<file path="src/rtl/x_sequencer.sv">
`default_nettype none
// ============================================================================
// Module      : x_sequencer
// Description : Host command sequencer for x_driver. Forwards raw opcodes and
//               expands a one-byte burst command into paced capture/unload runs.
// Revision    : 1.0
// ============================================================================
module x_sequencer #(
    parameter logic [7:0] GAP_RESET = 8'd16
) (
    input  logic       i_clk,
    input  logic       i_rst,
    input  logic       i_cmd_valid,
    input  logic [7:0] i_cmd_data,
    output logic       o_drv_valid,
    output logic [7:0] o_drv_data,
    input  logic       i_drv_tx_valid,
    input  logic       i_drv_tx_accept,
    output logic       o_busy,
    output logic       o_drop
);

    typedef enum logic [2:0] {
        ST_IDLE = 3'd0,
        ST_GAP  = 3'd1,
        ST_CAPT = 3'd2,
        ST_UNLD = 3'd3,
        ST_WAIT = 3'd4
    } state_t;

    localparam logic [7:0] c_OP_CAPTURE = 8'h02;
    localparam logic [7:0] c_OP_UNLOAD  = 8'h01;
    localparam logic [7:0] c_ABORT      = 8'hFF;

    state_t      r_state;
    logic [7:0]  r_gap_q;
    logic [7:0]  r_gap_cnt;
    logic [4:0]  r_sample_cnt;
    logic [2:0]  r_byte_cnt;

    logic [3:0]  w_op;
    logic [3:0]  w_arg;
    logic        w_handshake;
    logic        w_abort;

    assign w_op        = i_cmd_data[3:0];
    assign w_arg       = i_cmd_data[7:4];
    assign w_handshake = i_drv_tx_valid & i_drv_tx_accept;
    assign w_abort     = i_cmd_valid && (i_cmd_data == c_ABORT);

    // Driver strobes are registered on entry to CAPT/UNLD so they are visible
    // during those states.
    always_ff @(posedge i_clk or posedge i_rst) begin
        if (i_rst) begin
            r_state      <= ST_IDLE;
            r_gap_q      <= GAP_RESET;
            r_gap_cnt    <= 8'd0;
            r_sample_cnt <= 5'd0;
            r_byte_cnt   <= 3'd0;
            o_drv_valid  <= 1'b0;
            o_drv_data   <= 8'd0;
            o_busy       <= 1'b0;
            o_drop       <= 1'b0;
        end else begin
            o_drv_valid <= 1'b0;
            o_drop      <= 1'b0;
            if (r_state == ST_IDLE) begin
                if (i_cmd_valid) begin
                    case (w_op)
                        4'h0, 4'h1, 4'h2: begin
                            o_drv_valid <= 1'b1;
                            o_drv_data  <= i_cmd_data;
                        end
                        4'h3: begin
                            r_sample_cnt <= {(w_arg == 4'd0), w_arg};
                            r_gap_cnt    <= r_gap_q;
                            r_state      <= ST_GAP;
                            o_busy       <= 1'b1;
                        end
                        4'h4: r_gap_q <= {w_arg, 4'h0};
                        default: ;
                    endcase
                end
            end else if (w_abort) begin
                // Any TX byte already pending in x_driver is left to drain.
                r_state <= ST_IDLE;
                o_busy  <= 1'b0;
            end else begin
                if (i_cmd_valid) begin
                    o_drop <= 1'b1;
                end
                case (r_state)
                    ST_GAP: begin
                        if (r_gap_cnt == 8'd0) begin
                            r_state     <= ST_CAPT;
                            o_drv_valid <= 1'b1;
                            o_drv_data  <= c_OP_CAPTURE;
                        end else begin
                            r_gap_cnt <= r_gap_cnt - 8'd1;
                        end
                    end
                    ST_CAPT: begin
                        r_byte_cnt  <= 3'd4;
                        r_state     <= ST_UNLD;
                        o_drv_valid <= 1'b1;
                        o_drv_data  <= c_OP_UNLOAD;
                    end
                    ST_UNLD: r_state <= ST_WAIT;
                    ST_WAIT: begin
                        if (w_handshake) begin
                            r_byte_cnt <= r_byte_cnt - 3'd1;
                            if (r_byte_cnt > 3'd1) begin
                                r_state     <= ST_UNLD;
                                o_drv_valid <= 1'b1;
                                o_drv_data  <= c_OP_UNLOAD;
                            end else if (r_sample_cnt == 5'd1) begin
                                r_sample_cnt <= 5'd0;
                                r_state      <= ST_IDLE;
                                o_busy       <= 1'b0;
                            end else begin
                                r_sample_cnt <= r_sample_cnt - 5'd1;
                                r_gap_cnt    <= r_gap_q;
                                r_state      <= ST_GAP;
                            end
                        end
                    end
                    default: begin
                        r_state <= ST_IDLE;
                        o_busy  <= 1'b0;
                    end
                endcase
            end
        end
    end

endmodule
`default_nettype wire
</file>
<file path="config.mk">
export PLATFORM = sky130hd
export DESIGN_NAME = x_sequencer
export DESIGN_NICKNAME = d
export VERILOG_FILES = /design/src/rtl/x_sequencer.sv
export SDC_FILE = /design/constraint.sdc
export NUM_CORES = 1
export LEC_CHECK = 0
export BUFFER_PORTS_ARGS = -buffer_cell sky130_fd_sc_hd__buf_2
export CAP_MARGIN = 15
export CORE_MARGIN = 2
export CORE_UTILIZATION = 60
export DETAILED_ROUTE_END_ITERATION = 10
export PLACE_DENSITY = 0.82
export SETUP_SLACK_MARGIN = 0.1
export SLEW_MARGIN = 20
export SYNTH_ARGS = -nofsm -noshare
export SYNTH_HDL_FRONTEND = slang
export SYNTH_SLANG_ARGS = --single-unit
</file>
<file path="constraint.sdc">
create_clock -name i_clk -period 5 [get_ports i_clk]
set_input_delay 0.5 -clock i_clk [delete_from_list [all_inputs] [get_ports i_clk]]
set_output_delay 0.5 -clock i_clk [all_outputs]
set_load 0.01 [all_outputs]
</file>
==> metrics.cfg, run 1 <==
[status]
status=finished clean

[sta]
finalMaxSlewViolations=0
worst_pin_slew_ns=0.6165
rsz0062_at_grt=false
skew_ns=0.01938
finalHoldViolCount=0
layout_min_cycle_time_ns=2.506
finalCritPeriodShare=0.5011
finalSetupTns_ns=0
fmax_mhz=399.1
finalSetupViolCount=0
relSlewSlack=0.5890
finalHoldWorstSlack_ns=0.1696

[yosys]
syn_avg_cell_area_sq_um=9.516
ys_ff_latch=34
synth-seq-area-share=0.4305
yosys_most_used_dff=dfrtp_1
synth_edf_count=0
syn_inst=208
yosysWarnings=0
synth_top_cells_by_count=33 x dfrtp_1, 20 x nor2_1, 19 x nand2_1, 12 x inv_1, 11 x o21ai_0
postSynth.asyncResetShare=1.000
yosysUniqueCellTypes=56
syn_area_sq_um=1979
synth_most_common_cell=dfrtp_1
yosysTopAreaCellShare=0.4172
synth_area_leader_cell=dfrtp_1
synth_area_leaders=dfrtp_1 42%, mux2_2 4.0%, nor2_1 3.8%
synth_nets=226

[drt]
wire_per_inst_microns=16.50
ant_nets=0
vias=1740
dr.pass1.iters=4
viasPerCell=6.259
routed_wl_mm=4.587
drcViolationCount=0
drtIter0Drc=154

[clocking]
clock_latency_ns=0.35
cts-root-buf=clkbuf_4
hold_buffers=0
numCtsBuffers=5
ctsResizeCount=0
cts_setup_buffers=0
path_clk_slew_ns=0.11
clock_path_buffers=2
cts_tree=built
cts.sinks=34
cts_max_level=2

[worst_setup_path]
crit_path_start=r_state[0]
cp_max_fo=14
r2r-end=o_drv_data[1]
r2r-start=r_state[0]
crit_chain=nor2_2 -> and3_1 -> a21o_1 -> a311o_1 -> mux2_4
slowest_stage=dfrtp_1
cp-start-kind=register
critPathKind=reg2reg
cp_top_family=compound AO/OA/AOI/OAI gates
path_buf_inv=0
slowest_delay_ns=0.59
arrival_ns=2.75
r2r_slack_ns=2.49
crit_cells=5
cp.required_ns=5.24
end_kind=register
worstSetupEndpoint=o_drv_data[1]
ff2ff_path_depth=5

[final_layout]
antenna_cells=0
area_delta_synth_final_pct=11.50
drive_above_1_share=0.2350
final_core_util=0.7113
stdcell_count=278
fin_nets=251

[power]
pwr_density_cell_nw_per_um2=637.9
pwr-share-comb=0.485
intPower_mw=0.8060
power.net_switching_mw=0.6020
power.leakage_nw=1.004
p_clk_frac=0.140
seq_power_share=0.375
peakVddDrop_mv=0.3781
p_sw_frac=0.4276

[global_routing]
grt_max_degree=22
antenna_found_initial=0
gr-total-overflow=0
grt_pass1_wl_mm=7.307
grt_pass1_vias=1589
track_usage=0.2700

[die]
die-area_sq_um=3774
start_util=0.6379
coreArea_sq_um=3103
io-pin-count=24
fp-row-count=20
die_width_microns=61.44
die_y_microns=61.44

[placed_design]
place_inst=270
dpl.hpwl_mm=3.462
gp_congestion=0.9060
port-buffer-count=23

[run]
maxCapViolations=0

[hold_path]
hp-class=in2async

## state kept, by name (all words and copies together) (netlist names)
signal / flops
o_busy: 1
o_drv_valid: 1
r_gap_q: 4
r_state: 3
o_drop: 1
r_gap_cnt: 8
r_sample_cnt: 5
o_drv_data: 8
r_byte_cnt: 3
## metal layers
metal	global-route usage	vias up	wire [microns]	share of wire
met3	0.06933	17	287	0.063
met2	0.4134	71	2166	0.47
met5	0	-	0	0
met4	0.1277	0	128	0.028
met1	0.3603	836	2004	0.44
li1	-	816	-	-
## metrics by stage
stage          area [sq um]  setup WS [ns]  power [mW]
2_1_floorplan          1979          3.112       1.029
3_3_place_gp           2132          2.579       1.161
3_5_place_dp           2132          2.442       1.206
4_1_cts                2207          2.537       1.406
5_1_grt                2207          2.315       1.520
6_report               2207          2.495       1.408
## how the worst min path moves through the flow
stage,startpoint,to,slack [ns],cells past startpoint
global placement,o_drv_data[2],o_drv_data[2],0.46,1
floorplan,r_byte_cnt[0],r_byte_cnt[0],0.48,1
detailed placement,o_drv_data[2],o_drv_data[2],0.47,1
global route,i_rst,o_drv_valid,0.22,2
CTS,i_rst,o_drv_data[0],0.17,2
finish,i_rst,r_state[1],0.17,2
## placed cells by master, fill, tap and decap left out, types with 2 or more instances in the layout
master	instances
o211ai_1	2
ha_1	5
o22ai_1	3
nor4_1	4
o31ai_1	3
clkbuf_1	2
a31oi_1	3
or3_4	2
inv_2	3
a21oi_1	7
a22oi_1	2
and2_1	4
o21ai_0	11
o2bb2ai_1	3
mux2i_1	2
nand2_1	19
o21ai_1	4
clkbuf_4	5
nor3_1	2
buf_4	2
mux2_4	4
nor4b_1	2
dfrtp_1	33
nand3_1	4
nand4_1	3
a211oi_1	4
inv_1	12
and3_1	3
nor3_2	2
or3_1	3
a2bb2oi_1	2
mux2_2	7
buf_2	23
or2_1	2
nor2_1	20
## logic make-up after synthesis
| group | synth area share |
|---|---|
| mux | 0.08028 |
| compound gates | 0.2048 |
| buf+inv | 0.04488 |
| flops | 0.4305 |
| simple gates | 0.2080 |
| fa+ha+maj | 0.03161 |
## power groups by stage
| stage | Combinational [mW] | Clock [mW] | Sequential, mW |
|---|---|---|---|
| after global routing | 0.763 | 0.213 | 0.545 |
| final | 0.682 | 0.198 | 0.528 |
| after global placement | 0.641 | 0 | 0.521 |
| after floorplan | 0.544 | 0 | 0.485 |
| after CTS | 0.679 | 0.204 | 0.523 |
| after detailed placement | 0.678 | 0 | 0.528 |
## worst reg2reg max path, stage by stage, from the launching register on
cell	delay, ns
dfrtp_1	0.59
nor2_2	0.38
and3_1	0.28
a21o_1	0.30
a311o_1	0.51
mux2_4	0.35
## final cells by class
cell class | instances | area, sq um
Multi-Input combinational cell | 152 | 1039
Timing Repair Buffer | 25 | 130.1
Clock inverter | 1 | 30.03
Inverter | 15 | 56.30
Tap cell | 44 | 55.05
Sequential cell | 34 | 852.1
Fill cell | 234 | 895.9
Clock buffer | 7 | 45.04
No activity file was read; power rests on OpenSTA's default activity.
==> run 2: changes to the inputs <==
--- a/config.mk
+++ b/config.mk
@@ -8,9 +8,9 @@
 export BUFFER_PORTS_ARGS = -buffer_cell sky130_fd_sc_hd__buf_2
 export CAP_MARGIN = 15
 export CORE_MARGIN = 2
-export CORE_UTILIZATION = 60
+export CORE_UTILIZATION = 52
 export DETAILED_ROUTE_END_ITERATION = 10
-export PLACE_DENSITY = 0.82
+export PLACE_DENSITY = 0.75
 export SETUP_SLACK_MARGIN = 0.1
 export SLEW_MARGIN = 20
 export SYNTH_ARGS = -nofsm -noshare
==> constraint.sdc (replaced) <==
create_clock -name i_clk -period 2.2 [get_ports i_clk]
set_input_delay 0.22 -clock i_clk [delete_from_list [all_inputs] [get_ports i_clk]]
set_output_delay 0.22 -clock i_clk [all_outputs]
set_load 0.01 [all_outputs]
==> metrics.cfg, run 2 (synthesized netlist as in run 1, its figures left out) <==
[worst_setup_path]
arrival_ns=2.21
critPathKind=reg2reg
end_kind=register
cp.required_ns=2.37
cp-start-kind=register
cp_max_fo=9

[clocking]
cts_setup_buffers=0
clock_latency_ns=0.29
path_clk_slew_ns=0.07
hold_buffers=0
clock_path_buffers=2
cts_max_level=2
numCtsBuffers=5
ctsResizeCount=1
cts_tree=built
cts-root-buf=clkbuf_8
cts.sinks=34

[drt]
ant_nets=0
drtIter0Drc=148
wire_per_inst_microns=15.35
vias=1734
viasPerCell=5.959
dr.pass1.iters=4
routed_wl_mm=4.466
drcViolationCount=0

[global_routing]
grt_pass1_wl_mm=7.341
grt_pass1_vias=1625
gr-total-overflow=0
antenna_found_initial=0
track_usage=0.2266
grt_max_degree=35

[sta]
finalSetupTns_ns=0
finalSetupViolCount=0
relSlewSlack=0.6590
rsz0062_at_grt=true
finalMaxSlewViolations=0
skew_ns=0.008240
layout_min_cycle_time_ns=2.040
worst_pin_slew_ns=0.5075
fmax_mhz=490.2
finalCritPeriodShare=0.9272
finalHoldViolCount=0

[final_layout]
multi_input_area_sq_um=1064
design_area_sq_um=2322
nFillCells=312
drive_above_1_share=0.2840
regArea_sq_um=853.3
antenna_cells=0
fin_nets=260
area_delta_synth_final_pct=17.32
final_cell_mix=32 x dfrtp_1, 23 x buf_2, 20 x nor2_1
mostFrequentLayoutCell=dfrtp_1
largestRegisters=o_drv_data x8, r_gap_cnt x8, r_sample_cnt x5

[die]
die_y_microns=65.70
coreArea_sq_um=3661
die-area_sq_um=4316
io-pin-count=24
fp-row-count=22
die_width_microns=65.70
start_util=0.5407

[placed_design]
dpl_cell_area_sq_um=2205
gp_congestion=0.9132
dpl.hpwl_mm=3.248
port-buffer-count=23

[status]
status=finished clean

[hold_path]
hp-class=in2async

[power]
peakVddDrop_mv=0.7700
power.leakage_nw=1.062
pwr_density_cell_nw_per_um2=1423

[run]
maxCapViolations=0

-- run 2: cell types whose count changed in the layout (fill, tap and decap cells not counted), sizes merged --
cell    before  now
buf         25   34
bufinv       1    0
clkinv       0    1
-- run 2: cell type report --
class	instances	area share
inverters	15	0.02425
repair buffers	34	0.08513
well taps	48	0.02586
flip-flops and latches	34	0.3675
multi-input cells	152	0.4580
clock inverters	1	0.002155
clock buffers	7	0.03718
-- run 2: routing by layer --
layer	GRT usage	wire length, microns	up-vias
met5	0	0	-
met4	0.09635	70	0
met3	0.04623	293	7
met2	0.3510	2073	72
met1	0.3069	2029	817
li1	-	-	838
-- run 2: final timing paths --
kind                                from  slack [ns]       endpoint  cells after the start
min                                i_rst        0.02  o_drv_data[3]                      3
max                           r_state[2]        0.16  o_drv_data[6]                      4
min reg2reg                o_drv_data[2]        0.48  o_drv_data[2]                      1
min in group i_clk         i_cmd_data[6]        0.24     r_gap_q[6]                      2
max reg2reg                   r_state[2]        0.16  o_drv_data[6]                      4
max in group asynchronous          i_rst        1.84     r_gap_q[4]                      3
-- run 2: critical path: stages, from the launching register on --
cell	delay [ns]
dfrtp_1	0.53
inv_2	0.14
or3_1	0.41
a311o_2	0.51
mux2_4	0.33
-- run 2: stage by stage --
| stage | util | total power, mW | setup slack (ns) | cells | hold slack [ns] |
|---|---|---|---|---|---|
| after global routing | 0.6343 | 3.581 | 0.06306 | 291 | 0.06627 |
| after floorplan | - | 2.338 | 0.3117 | 208 | 0.3609 |
| after CTS | 0.6288 | 3.272 | 0.1718 | 291 | 0.03101 |
| after global placement | 0.6022 | 2.741 | 0.1037 | 283 | 0.3318 |
| final | 0.6343 | 3.304 | 0.1601 | 291 | 0.02367 |
| after detailed placement | 0.6022 | 2.783 | 0.08048 | 283 | 0.3417 |
-- run 2: where the power goes --
group	internal, mW	switching [mW]	total [mW]
Sequential	0.905	0.250	1.15
Clock	0.252	0.213	0.465
Combinational	0.767	0.917	1.68
Total	1.92	1.38	3.30
==> run 3: changes to the inputs <==
--- a/config.mk
+++ b/config.mk
@@ -5,12 +5,12 @@
 export SDC_FILE = /design/constraint.sdc
 export NUM_CORES = 1
 export LEC_CHECK = 0
-export BUFFER_PORTS_ARGS = -buffer_cell sky130_fd_sc_hd__buf_2
 export CAP_MARGIN = 15
 export CORE_MARGIN = 2
-export CORE_UTILIZATION = 52
+export CORE_UTILIZATION = 56
 export DETAILED_ROUTE_END_ITERATION = 10
-export PLACE_DENSITY = 0.75
+export DONT_BUFFER_PORTS = 1
+export PLACE_DENSITY = 0.74
 export SETUP_SLACK_MARGIN = 0.1
 export SLEW_MARGIN = 20
 export SYNTH_ARGS = -nofsm -noshare
==> metrics.cfg, run 3 (synthesized netlist as in run 1, its figures left out) <==
[run]
maxCapViolations=0

[sta]
finalCritPeriodShare=0.9248
worst_pin_slew_ns=0.7038
relSlewSlack=0.5303
rsz0062_at_grt=false
finalSetupTns_ns=0
layout_min_cycle_time_ns=2.035
finalHoldWorstSlack_ns=0.02792
finalMaxSlewViolations=0
finalHoldViolCount=0
skew_ns=0.01579
fmax_mhz=491.5
finalSetupViolCount=0

[final_layout]
antenna_cells=0
drive_above_1_share=0.1963
nFillCells=287
area_delta_synth_final_pct=11.95
stdcell_count=265
fin_nets=236
design_area_sq_um=2216
mostFrequentLayoutCell=dfrtp_1
largestRegisters=o_drv_data x8, r_gap_cnt x8, r_sample_cnt x5
final_cell_mix=33 x dfrtp_1, 20 x nor2_1, 19 x nand2_1

[hold_path]
hold_end=r_gap_q[7]
hp-class=in2reg
hold_path_startpoint=i_cmd_data[7]
hold_path_depth=1

[global_routing]
track_usage=0.2503
gr-total-overflow=0
grt_pass1_wl_mm=7.859
grt_pass1_vias=1664
antenna_found_initial=0
grt_max_degree=20

[die]
fp-row-count=21
die-area_sq_um=4026
die_width_microns=63.45
coreArea_sq_um=3363
io-pin-count=24
start_util=0.5885
die_y_microns=63.45

[clocking]
cts.sinks=34
clock_latency_ns=0.35
clock_path_buffers=2
path_clk_slew_ns=0.11
cts_max_level=2
cts-root-buf=clkbuf_4
numCtsBuffers=5
cts_tree=built

[drt]
viasPerCell=6.453
dr.pass1.iters=5
drtIter0Drc=126
vias=1710
routed_wl_mm=4.658
ant_nets=0
drcViolationCount=0
wire_per_inst_microns=17.58

[worst_setup_path]
slowest_delay_ns=0.59
slowest_stage=dfrtp_1
end_kind=register
crit_chain=inv_2 -> or3_1 -> a311o_2 -> mux2_4
arrival_ns=2.28
cp-start-kind=register
r2r-start=r_state[2]
ff2ff_path_depth=4
critPathKind=reg2reg
crit_path_start=r_state[2]
cp.required_ns=2.45
cp_max_fo=9
r2r-end=o_drv_data[1]
r2r_slack_ns=0.17

[placed_design]
dpl.hpwl_mm=3.471
dpl_cell_area_sq_um=2072
port-buffer-count=0
place_inst=256
gp_congestion=0.9537

[power]
pwr_density_cell_nw_per_um2=1513
peakVddDrop_mv=0.7644
power.leakage_nw=0.9706

[status]
status=finished clean

## run 3: cell types whose count changed in the layout (fill, tap and decap cells not counted), sizes merged
cell	delta
clkbuf	-2
buf	-25
dlygate4sd3	+1
bufinv	+2
## run 3: critical path: cells and delay by family (launching register included)
family / cells / cell delay, ns
simple gates: 1 / 0.39
flops: 1 / 0.59
buf+inv: 1 / 0.13
compound gates: 1 / 0.49
mux: 1 / 0.33
## run 3: worst max path at each step
stage | endpoint
floorplan | o_drv_data[0]
finish | o_drv_data[1]
global placement | o_drv_data[7]
CTS | o_drv_data[1]
global route | o_drv_data[1]
detailed placement | o_drv_data[1]
## run 3: through the flow
stage / util / setup WS (ns) / total power [mW]
5_1_grt: 0.6589 / 0.1211 / 3.617
2_1_floorplan: - / 0.3117 / 2.338
3_5_place_dp: 0.6161 / 0.1535 / 2.720
3_3_place_gp: 0.6161 / 0.1845 / 2.635
6_report: 0.6589 / 0.1654 / 3.353
4_1_cts: 0.6507 / 0.1342 / 3.305
## run 3: layout make-up
type / instances / area [sq um] / area share
Clock inverter: 3 / 68.82 / 0.03106
Clock buffer: 5 / 37.54 / 0.01694
Inverter: 15 / 56.30 / 0.02541
Multi-Input combinational cell: 152 / 1066 / 0.4811
Tap cell: 46 / 57.56 / 0.02597
Timing Repair Buffer: 10 / 77.57 / 0.03501
Sequential cell: 34 / 852.1 / 0.3845
## run 3: timing repair
action / in CTS / in global routing
gates resized for setup: 0 / 4
setup endpoints to repair: 0 / 12
endpoints found under the hold margin: 17 / 0
setup buffers: 0 / 0
hold buffers: 1 / 0
## run 3: layer usage
| layer | share of wire | global-route usage | wire length (microns) |
|---|---|---|---|
| met1 | 0.42 | 0.3229 | 1938 |
| met2 | 0.49 | 0.4000 | 2268 |
| met3 | 0.084 | 0.08036 | 391 |
| met4 | 0.013 | 0.07880 | 60 |
| met5 | 0 | 0 | 0 |
## run 3: report_power, final
part	switching [mW]	internal [mW]	leakage, nW	total [mW]
registers	0.314	0.901	0.422	1.21
clock network	0.220	0.355	0.0554	0.575
logic	0.851	0.712	0.493	1.56
